$ cat config.mk
export PLATFORM = sky130hd
export DESIGN_NAME = apb_master_ctrl
export DESIGN_NICKNAME = d
export VERILOG_FILES = /design/src/rtl/apb_bridge_pkg.sv /design/src/rtl/apb_timeout_ctr.sv /design/src/rtl/apb_master_ctrl.sv
export SDC_FILE = /design/constraint.sdc
export NUM_CORES = 1
export LEC_CHECK = 0
export BUFFER_PORTS_ARGS = -buffer_cell sky130_fd_sc_hd__buf_2
export CAP_MARGIN = 20
export CORE_ASPECT_RATIO = 1.75
export CORE_MARGIN = 10
export CORE_UTILIZATION = 43
export CTS_CLUSTER_SIZE = 40
export DETAILED_ROUTE_END_ITERATION = 8
export GPL_ROUTABILITY_DRIVEN = 0
export GPL_TIMING_DRIVEN = 1
export HOLD_SLACK_MARGIN = 0.1
export PLACE_DENSITY = 0.75
export SYNTH_ARGS = -nofsm -noshare
export SYNTH_HDL_FRONTEND = slang
export SYNTH_SLANG_ARGS = --single-unit
$ cat constraint.sdc
create_clock -name hclk -period 3.05 [get_ports hclk]
set_clock_uncertainty 0.1 [all_clocks]
set_input_delay 0.305 -clock hclk [delete_from_list [all_inputs] [get_ports hclk]]
set_output_delay 0.305 -clock hclk [all_outputs]
set_load 0.03 [all_outputs]
$ cat src/rtl/apb_bridge_pkg.sv
// rtl/apb_bridge_pkg.sv - shared state encoding and AHB response codes for the AHB-to-APB bridge
package apb_bridge_pkg;

  typedef enum logic [2:0] {
    IDLE   = 3'd0,
    WWAIT  = 3'd1,
    SETUP  = 3'd2,
    ACCESS = 3'd3,
    ERR1   = 3'd4,
    ERR2   = 3'd5
  } apb_state_t;

  localparam logic HRESP_OKAY  = 1'b0;
  localparam logic HRESP_ERROR = 1'b1;

endpackage

$ cat src/rtl/apb_timeout_ctr.sv
// rtl/apb_timeout_ctr.sv - ACCESS wait-state counter; expired pulses on the inc that reaches limit
module apb_timeout_ctr #(
  parameter int W = 16
) (
  input  logic         clk,
  input  logic         rst_n,
  input  logic         clear,
  input  logic         inc,
  input  logic [W-1:0] limit,
  output logic         expired
);

  logic [W-1:0] count;

  always_ff @(posedge clk or negedge rst_n) begin
    if (!rst_n) begin
      count <= '0;
    end else if (clear) begin
      count <= '0;
    end else if (inc) begin
      count <= count + {{(W-1){1'b0}}, 1'b1};
    end
  end

  // Fires combinationally so the FSM aborts on the same edge that would make count == limit.
  assign expired = inc && (count == (limit - {{(W-1){1'b0}}, 1'b1}));

endmodule

$ cat src/rtl/apb_master_ctrl.sv
// rtl/apb_master_ctrl.sv - APB-side bridge controller; optional ACCESS timeout under APB_TIMEOUT_EN
module apb_master_ctrl
  import apb_bridge_pkg::*;
#(
  parameter int ADDR_W    = 32,
  parameter int DATA_W    = 32,
  parameter int NSLV      = 3,
  parameter int TO_CYCLES = 16
) (
  input  logic              hclk,
  input  logic              hresetn,
  input  logic              valid,
  input  logic              hwrite,
  input  logic [ADDR_W-1:0] haddr,
  input  logic [DATA_W-1:0] hwdata,
  input  logic [NSLV-1:0]   tempselx,
  input  logic [DATA_W-1:0] prdata,
  input  logic              pready,
  input  logic              pslverr,
  output logic [ADDR_W-1:0] paddr,
  output logic [DATA_W-1:0] pwdata,
  output logic              pwrite,
  output logic              penable,
  output logic [NSLV-1:0]   pselx,
  output logic              hreadyout,
  output logic              hresp,
  output logic [DATA_W-1:0] hrdata
);

  apb_state_t      state, state_d;
  logic [NSLV-1:0] sel_q, sel_d;
  logic            accept;
  logic            expired;

`ifdef APB_TIMEOUT_EN
  apb_timeout_ctr #(.W(16)) u_timeout (
    .clk     (hclk),
    .rst_n   (hresetn),
    .clear   (state == SETUP),
    .inc     ((state == ACCESS) && !pready),
    .limit   (16'(TO_CYCLES)),
    .expired (expired)
  );
`else
  assign expired = 1'b0;
`endif

  always_comb begin
    state_d = state;
    accept  = valid && hreadyout && ((state == IDLE) || (state == ERR2));
    sel_d   = accept ? tempselx : sel_q;
    case (state)
      IDLE, ERR2: begin
        if (!accept)            state_d = IDLE;
        else if (tempselx == '0) state_d = ERR1;
        else if (hwrite)        state_d = WWAIT;
        else                    state_d = SETUP;
      end
      WWAIT:  state_d = SETUP;
      SETUP:  state_d = ACCESS;
      ACCESS: begin
        if (pready)       state_d = pslverr ? ERR1 : IDLE;
        else if (expired) state_d = ERR1;
      end
      ERR1:    state_d = ERR2;
      default: state_d = IDLE;
    endcase
  end

  always_ff @(posedge hclk or negedge hresetn) begin
    if (!hresetn) begin
      state <= IDLE;
    end else begin
      state <= state_d;
    end
  end

  // Outputs are registered decodes of the next state so they change exactly with the state.
  always_ff @(posedge hclk or negedge hresetn) begin
    if (!hresetn) begin
      paddr     <= '0;
      pwdata    <= '0;
      pwrite    <= 1'b0;
      penable   <= 1'b0;
      pselx     <= '0;
      sel_q     <= '0;
      hreadyout <= 1'b1;
      hresp     <= HRESP_OKAY;
      hrdata    <= '0;
    end else begin
      hreadyout <= (state_d == IDLE) || (state_d == ERR2);
      hresp     <= ((state_d == ERR1) || (state_d == ERR2)) ? HRESP_ERROR : HRESP_OKAY;
      penable   <= (state_d == ACCESS);
      pselx     <= ((state_d == SETUP) || (state_d == ACCESS)) ? sel_d : '0;
      if (accept) begin
        paddr  <= haddr;
        pwrite <= hwrite;
        sel_q  <= tempselx;
      end
      if (state == WWAIT) pwdata <= hwdata;
      if ((state == ACCESS) && pready && !pslverr && !pwrite) hrdata <= prdata;
    end
  end

endmodule

## Yosys cells after proc, flatten, opt, wreduce, memory -nomap -nowiden

Cells that the tools add are included.

- Mux-type cells: 9
- Reduce and logical (&&, ||, !) cells: 15
- Equality and inequality tests: 9

Operators with widths:

| kind | number |
|---|---|
| $mux 3 | 6 |
| $pmux 3 s5 | 1 |
| $eq 3x2->1 const B | 4 |
| $eq 3x3->1 const B | 4 |
| $logic_not 3->1 | 3 |
| $logic_and 1x1->1 | 5 |
| $logic_or 1x1->1 | 4 |
| $eq 3x1->1 const B | 1 |
| $logic_not 1->1 | 2 |
| $mux 2 | 1 |
| $reduce_or 2->1 | 1 |
| $mux 1 | 1 |

- Register bits: 109
- Input port bits: 105
- Word-level logic and storage cells: 43
- Output and inout bits: 103

## Logic depth before layout (Yosys ltp)

Gate-level depths: netlist of the first run.

- Depth after elaboration: 8
- Depth in mapped cells: 5
- Gate-level depth less buffers: 3

## Worst setup path after synthesis of the first run

Ideal clock, no wire load.

- Kind: register to register
- From: register hreadyout
- To: register paddr[0]
- Period minus slack after synthesis: 1924 ps
- Setup time: 125 ps
- Stages on the path, launching flop included: 5
- Arrival: 1699 ps
- Path buffers: 1
- Path slack: 1126 ps
- Required time: 2825 ps
- Path through: dfstp_2 -> nand3b_1 -> nor2_2 -> buf_2 -> mux2_2

- Word-level cells in the longest chain between the ends: 2

Ends and longest elaborated chain:

| item | RTL line | source |
|---|---|---|
| from (decl) | apb_master_ctrl.sv:25 | `output logic hreadyout,` |
| from (signal assigned) | apb_master_ctrl.sv:91 | `hreadyout <= (state_d == IDLE) \|\| (state_d == ERR2);` |
| $logic_and 1x1->1 (2 in a row) | apb_master_ctrl.sv:50 | `accept = valid && hreadyout && ((state == IDLE) \|\| (state == ERR2));` |
| to (signal assigned) | apb_master_ctrl.sv:96 | `paddr <= haddr;` |
| to (decl) | apb_master_ctrl.sv:20 | `output logic [ADDR_W-1:0] paddr,` |

No other way between the ends.
A chain may end at the register's enable or synchronous reset.

## Worst setup path after layout of the first run

- From: input pready
- To: register hrdata[29]

- Word-level cells in the longest chain between the ends: 3

Ends and longest elaborated chain:

| item | RTL line | source |
|---|---|---|
| from (decl) | apb_master_ctrl.sv:18 | `input logic pready,` |
| $logic_and 1x1->1 (3 in a row) | apb_master_ctrl.sv:101 | `if ((state == ACCESS) && pready && !pslverr && !pwrite) hrdata <= prdata;` |
| to (signal assigned) | apb_master_ctrl.sv:101 |  |
| to (decl) | apb_master_ctrl.sv:27 | `output logic [DATA_W-1:0] hrdata` |

No other way between the ends.

==> results of run 1 <==
-- cell usage after synthesis --
library cell,n,area share [%]
dfrtp_1,108,63
mux2_2,70,18
mux2_4,30,11
buf_2,6,0.70
nor2_1,4,0.35
a22o_1,3,0.62
buf_12,3,1.4
a221o_1,2,0.47
inv_1,2,0.18
nor3_1,2,0.23
a211oi_1,1,0.18
a21o_1,1,0.18
a21oi_1,1,0.12
a311o_1,1,0.23
and2_1,1,0.15
and3_2,1,0.18
buf_6,1,0.26
dfstp_2,1,0.62
nand2_1,1,0.088
nand2_2,1,0.15
nand2b_4,1,0.32
nand3b_1,1,0.18
nor2_2,1,0.15
o21ai_0,1,0.12
o311ai_0,1,0.21
or3_1,1,0.15
or4_4,1,0.26
xor2_1,1,0.21
-- sequential cells by signal (all words and copies together), names as in the netlist --
register	cells
hrdata	32
penable	1
pwdata	32
pwrite	1
pselx	3
paddr	32
hreadyout	1
hresp	1
sel_q	3
state	3
-- metal layers --
metal,GRT usage (%),vias up,share of wire (%)
met3,4.59,26,5.7
met2,33.4,109,57
met4,8.38,0,3.4
met5,0,-,0
met1,17.6,1618,33
li1,-,1481,-
-- stage by stage --
| stage | power (mW) | instance area [um2] | utilization (%) |
|---|---|---|---|
| after floorplan | 5.00 | 4270 | - |
| after global placement | 5.99 | 5410 | 55.2 |
| after detailed placement | 6.12 | 5410 | 55.2 |
| after CTS | 7.33 | 6590 | 67.3 |
| after global routing | 7.66 | 6590 | 67.3 |
| final | 7.28 | 6590 | 67.3 |
-- logic make-up (layout without fill, tap and decap cells) --
family,count (synthesis),in the layout
and+or+nand+nor,15,15
AOI/OAI and AO/OA,11,11
DFF,109,109
xor gates and xnor gates,1,1
muxes,100,100
other,0,2
buffers and inverters,12,317
-- power groups by stage --
stage          logic [mW]  registers, mW  clock network (mW)
2_1_floorplan        1.10           3.90                   0
3_3_place_gp         3.48           2.52                   0
3_5_place_dp         3.55           2.56                   0
4_1_cts              3.64           2.55                1.14
5_1_grt              3.80           2.66                1.20
6_report             3.62           2.56                1.10
-- area by class of cell --
cell class | count | share of cell area (%)
Sequential cell | 109 | 41.4
Timing Repair Buffer | 299 | 29.8
Multi-Input combinational cell | 127 | 21.8
Clock buffer | 12 | 3.89
Tap cell | 125 | 2.37
Clock inverter | 4 | 0.494
Inverter | 2 | 0.114
Antenna cell | 2 | 0.0759
-- worst min-delay path by stage --
stage                            end  cells after the start  slack [ps]        from
after global placement      paddr[3]                      1         240     hresetn
final                     pwdata[21]                      2         110  hwdata[21]
after floorplan            hrdata[0]                      0         -90     hresetn
after global routing       paddr[29]                      2         100   haddr[29]
after CTS                  paddr[12]                      2         100   haddr[12]
after detailed placement    paddr[1]                      1         260     hresetn
==> impl_metrics.csv, run 1 <==
group,metric,value,unit
placed_design,placedCellCount,573,
yosys,synth-seq-cells,109,
critical_path,reg2reg_slack,1060,ps
critical_path,crit_end,"hrdata[29]",
floorplanning,coreArea,9790,um2
pwr,p_seq_share,35.1,%
critical_path,crit_start,"pready",
timing,setup_viol,0,
yosys,synth_fa_ha_area_share,0,%
clocking,cts_resized,0,
critical_path,worst-setup-path-type,"input pin to flop",
pwr,p_per_area,1100,nW/um2
pwr,p_clk_share,15.1,%
clocking,clk_latency,330,ps
clocking,cts_root_buffer,"clkbuf_16",
status,status,"finished clean",
clocking,clkSinkCount,109,
final_layout,layout_common_cells,"206 x buf_2, 108 x dfrtp_1, 89 x dlygate4sd3_1",
floorplanning,die_w,95.3,um
pwr,p_int,4.18,mW
timing,final.min_clock_period,2100,ps
final_layout,nets,653,
global_routing,grt_pass1_wl,20.3,mm
critical_path,critPathTopFamily,"simple AND/OR/NAND/NOR gates",
drt,drt-initial-drc-count,76,
drt,drc_errors,0,
job,max_cap_violations,0,
pwr,comb_power_share,49.8,%
placed_design,place.port_buffers,207,
yosys,synth-seq-area-share,63.9,%
global_routing,antenna_found_initial,1,
yosys,netlist_instances,248,
timing,final-hold-violation-count,0,
yosys,synth_top_family_by_area,"multiplexers",
yosys,synth_compound_area_share,2.11,%
timing,finalCritPeriodShare,68.8,%
placed_design,pre_cts_ws,1080,ps
timing,hold_ws,115,ps
yosys,synth_area,4270,um2
clocking,cts_made_buffers,9,
floorplanning,num_rows,48,
critical_path,critPathSlowestCell,"or4_4",
critical_path,cp.depth,5,
pwr,irDropWorstVdd,654,uV
clocking,cts_tree,"built",
yosys,synth_nets,353,
timing,relSlewSlack,59.1,%
critical_path,crit_fanout,32,
final_layout,drive_above_1_share,60.0,%
global_routing,grt_max_degree,63,
drt,final_antenna_net_count,0,
clocking,clk_path_buf_depth,2,
timing,setup_slack,953,ps
final_layout,syn_to_final_growth,54.4,%
final_layout,final_cells,680,
yosys,synth_xor_area_share,0.205,%
critical_path,cp-start-kind,"input pin",
clocking,ctsHoldBuffers,89,
critical_path,reg2regPathDepth,3,
critical_path,worstPathArrival,2210,ps
global_routing,grtUsageTotal,18.0,%
timing,worst_pin_slew,614,ps
global_routing,grt_remaining_overflow,0,
yosys,syn_area_per_cell,17.2,um2
clocking,clkSlewWorstSetupHoldPaths,70,ps
critical_path,crit_required,3170,ps
pwr,p_leak,3.33,nW
final_layout,nFillCells,676,
timing,rsz0062_at_grt,"no",
final_layout,multiInputGateArea,1440,um2
yosys,synthMuxAreaShare,29.0,%
critical_path,path_cells,"dlygate4sd3_1, buf_2, nand2_2, or4_4, mux2_4",
drt,via_per_inst,4.76,
yosys,ys_warn_count,0,
floorplanning,num_io_pins,208,
drt,num_vias,3234,
min_path,hp-class,"input pin to flop",
timing,fin_setup_tns,0,ps
critical_path,worstReg2RegEnd,"hrdata[29]",
yosys,synthDistinctLibCells,28,
clocking,postCtsSetupBuffers,0,
critical_path,cpPeakStageDelay,780,ps
drt,routedWlPerCell,18.8,um
timing,fmax,477,MHz
clocking,h-tree-depth,3,
floorplanning,start_util,43.6,%
drt,routed_wirelength,12.8,mm
final_layout,final_common_cell,"buf_2",
global_routing,grt_pass1_vias,3775,
critical_path,end_kind,"flop",
critical_path,r2r_start,"state[2]",
final_layout,seqCellArea,2730,um2
drt,first_pass_iters,6,
yosys,synthSimpleGateAreaFrac,2.20,%
floorplanning,die_h,152,um
floorplanning,die-area,14500,um2
pwr,power_switching,3.11,mW
critical_path,critPathBufInv,2,
timing,slew_viol_final,0,
placed_design,dp_hpwl,8.94,mm
pwr,p_sw_share,42.7,%
(Power assumes the default switching activity.)
==> run 2, diff against run 1 <==
CORE_UTILIZATION = 41   (was 43)
clock period = 1.8 ns   (was 3.05 ns; I/O delays follow)
==> impl_metrics.csv, run 2 (synthesis gave the netlist of run 1 again) <==
group,metric,value,unit
clocking,clkSinkCount,109,
critical_path,critPathBufInv,1,
placed_design,postPlaceCellArea,5510,um2
final_layout,syn_to_final_growth,60.4,%
floorplanning,coreArea,10200,um2
placed_design,pre_cts_ws,41.6,ps
global_routing,grt_pass1_wl,20.1,mm
drt,first_pass_iters,4,
placed_design,place.port_buffers,207,
clocking,cts_tree,"built",
critical_path,end_kind,"flop",
clocking,h-tree-depth,3,
critical_path,path_cells,"nand2b_4, or4_4, buf_12, mux2_4",
pwr,p_leak,3.44,nW
critical_path,cp-start-kind,"flop",
global_routing,grt_pass1_vias,3811,
floorplanning,start_util,41.7,%
final_layout,fin_area,6850,um2
critical_path,worstPathArrival,1880,ps
drt,routed_wirelength,12.9,mm
drt,via_per_inst,4.70,
global_routing,grtUsageTotal,16.5,%
final_layout,nets,675,
global_routing,antenna_found_initial,1,
job,max_cap_violations,0,
placed_design,placedCellCount,582,
timing,rsz0062_at_grt,"yes",
floorplanning,num_rows,49,
drt,num_vias,3306,
timing,finalCritPeriodShare,98.0,%
global_routing,grt_max_degree,44,
drt,drt-initial-drc-count,56,
timing,worst_pin_slew,471,ps
status,status,"finished clean",
timing,slew_viol_final,0,
clocking,clk_latency,330,ps
critical_path,cpPeakStageDelay,430,ps
timing,setup_viol,0,
final_layout,nFillCells,701,
placed_design,dp_hpwl,8.97,mm
timing,final.min_clock_period,1760,ps
final_layout,utilization,66.9,%
critical_path,worst-setup-path-type,"flop to flop",
drt,final_antenna_net_count,0,
final_layout,final_cells,704,
critical_path,critPathSlowestCell,"or4_4",
floorplanning,num_io_pins,208,
drt,drc_errors,0,
clocking,clk_path_buf_depth,2,
final_layout,final_common_cell,"buf_2",
timing,fmax,567,MHz
clocking,clkSlewWorstSetupHoldPaths,70,ps
floorplanning,die-area,15100,um2
min_path,hp-class,"input pin to flop",
critical_path,crit_fanout,32,
critical_path,crit_required,1920,ps
floorplanning,die_w,97.1,um
floorplanning,die_h,155,um
global_routing,grt_remaining_overflow,0,
timing,final-hold-violation-count,0,
timing,relSlewSlack,68.4,%
clocking,cts_root_buffer,"clkbuf_16",
timing,setup_slack,36.8,ps
drt,routedWlPerCell,18.3,um
final_layout,drive_above_1_share,59.3,%
pwr,irDropWorstVdd,1200,uV
final_layout,layout_common_cells,"206 x buf_2, 107 x dfrtp_1, 104 x dlygate4sd3_1",
pwr,p_per_area,1820,nW/um2
clocking,cts_made_buffers,9,
critical_path,critPathTopFamily,"simple AND/OR/NAND/NOR gates",
final_layout,reg_top3,"hrdata x32, paddr x32, pwdata x32",
run 2: final timing paths:
check,start,endpoint,slack (ps),cells after the start
max,state[2],hrdata[26],40,4
min,valid,hreadyout,150,4
max reg2reg,state[2],hrdata[26],40,4
min reg2reg,sel_q[0],pselx[0],400,1
max in group asynchronous,hresetn,hreadyout,780,3
min in group asynchronous,hresetn,pwdata[11],200,2
run 2: worst min-delay path, delay by kind of cell:
kind            cells  cell delay (ps)
buf+inv             1               90
compound gates      3              300
run 2: final cells by class:
class | instances | area (um2) | area share, %
flip-flops and latches | 109 | 2730 | 39.9
repair buffers | 321 | 2220 | 32.4
inverters | 2 | 7.51 | 0.110
well taps | 127 | 159 | 2.32
clock buffers | 10 | 239 | 3.49
multi-input cells | 127 | 1440 | 21.0
diodes | 2 | 5.00 | 0.0731
clock inverters | 6 | 52.6 | 0.767
run 2: metal layers:
layer	routed length, um	up-vias	GRT usage (%)
met4	331	0	6.99
li1	-	1523	-
met3	860	17	5.01
met1	4350	1640	15.9
met5	0	-	0
met2	7310	126	31.3
run 2: where the power goes:
| part | switching (mW) | internal [mW] |
|---|---|---|
| Combinational | 3.78 | 2.50 |
| Sequential | 0.633 | 3.67 |
| Clock | 0.903 | 1.00 |
| Total | 5.32 | 7.17 |
run 2: what timing repair did:
| item | CTS | global route |
|---|---|---|
| setup endpoints to repair | 0 | 32 |
| gates resized for setup | 0 | 1 |
| hold endpoints to repair | 216 | 0 |
| buffers inserted | 0 | 0 |
| hold buffers | 104 | 0 |
run 2: metrics by stage:
step           power, mW  hold slack, ps  TNS, ps
2_1_floorplan       8.49            -216    -1510
3_3_place_gp        10.2           -5.70        0
3_5_place_dp        10.4           0.355        0
4_1_cts             12.6             144        0
5_1_grt             13.1             212    -3.21
6_report            12.5             152        0
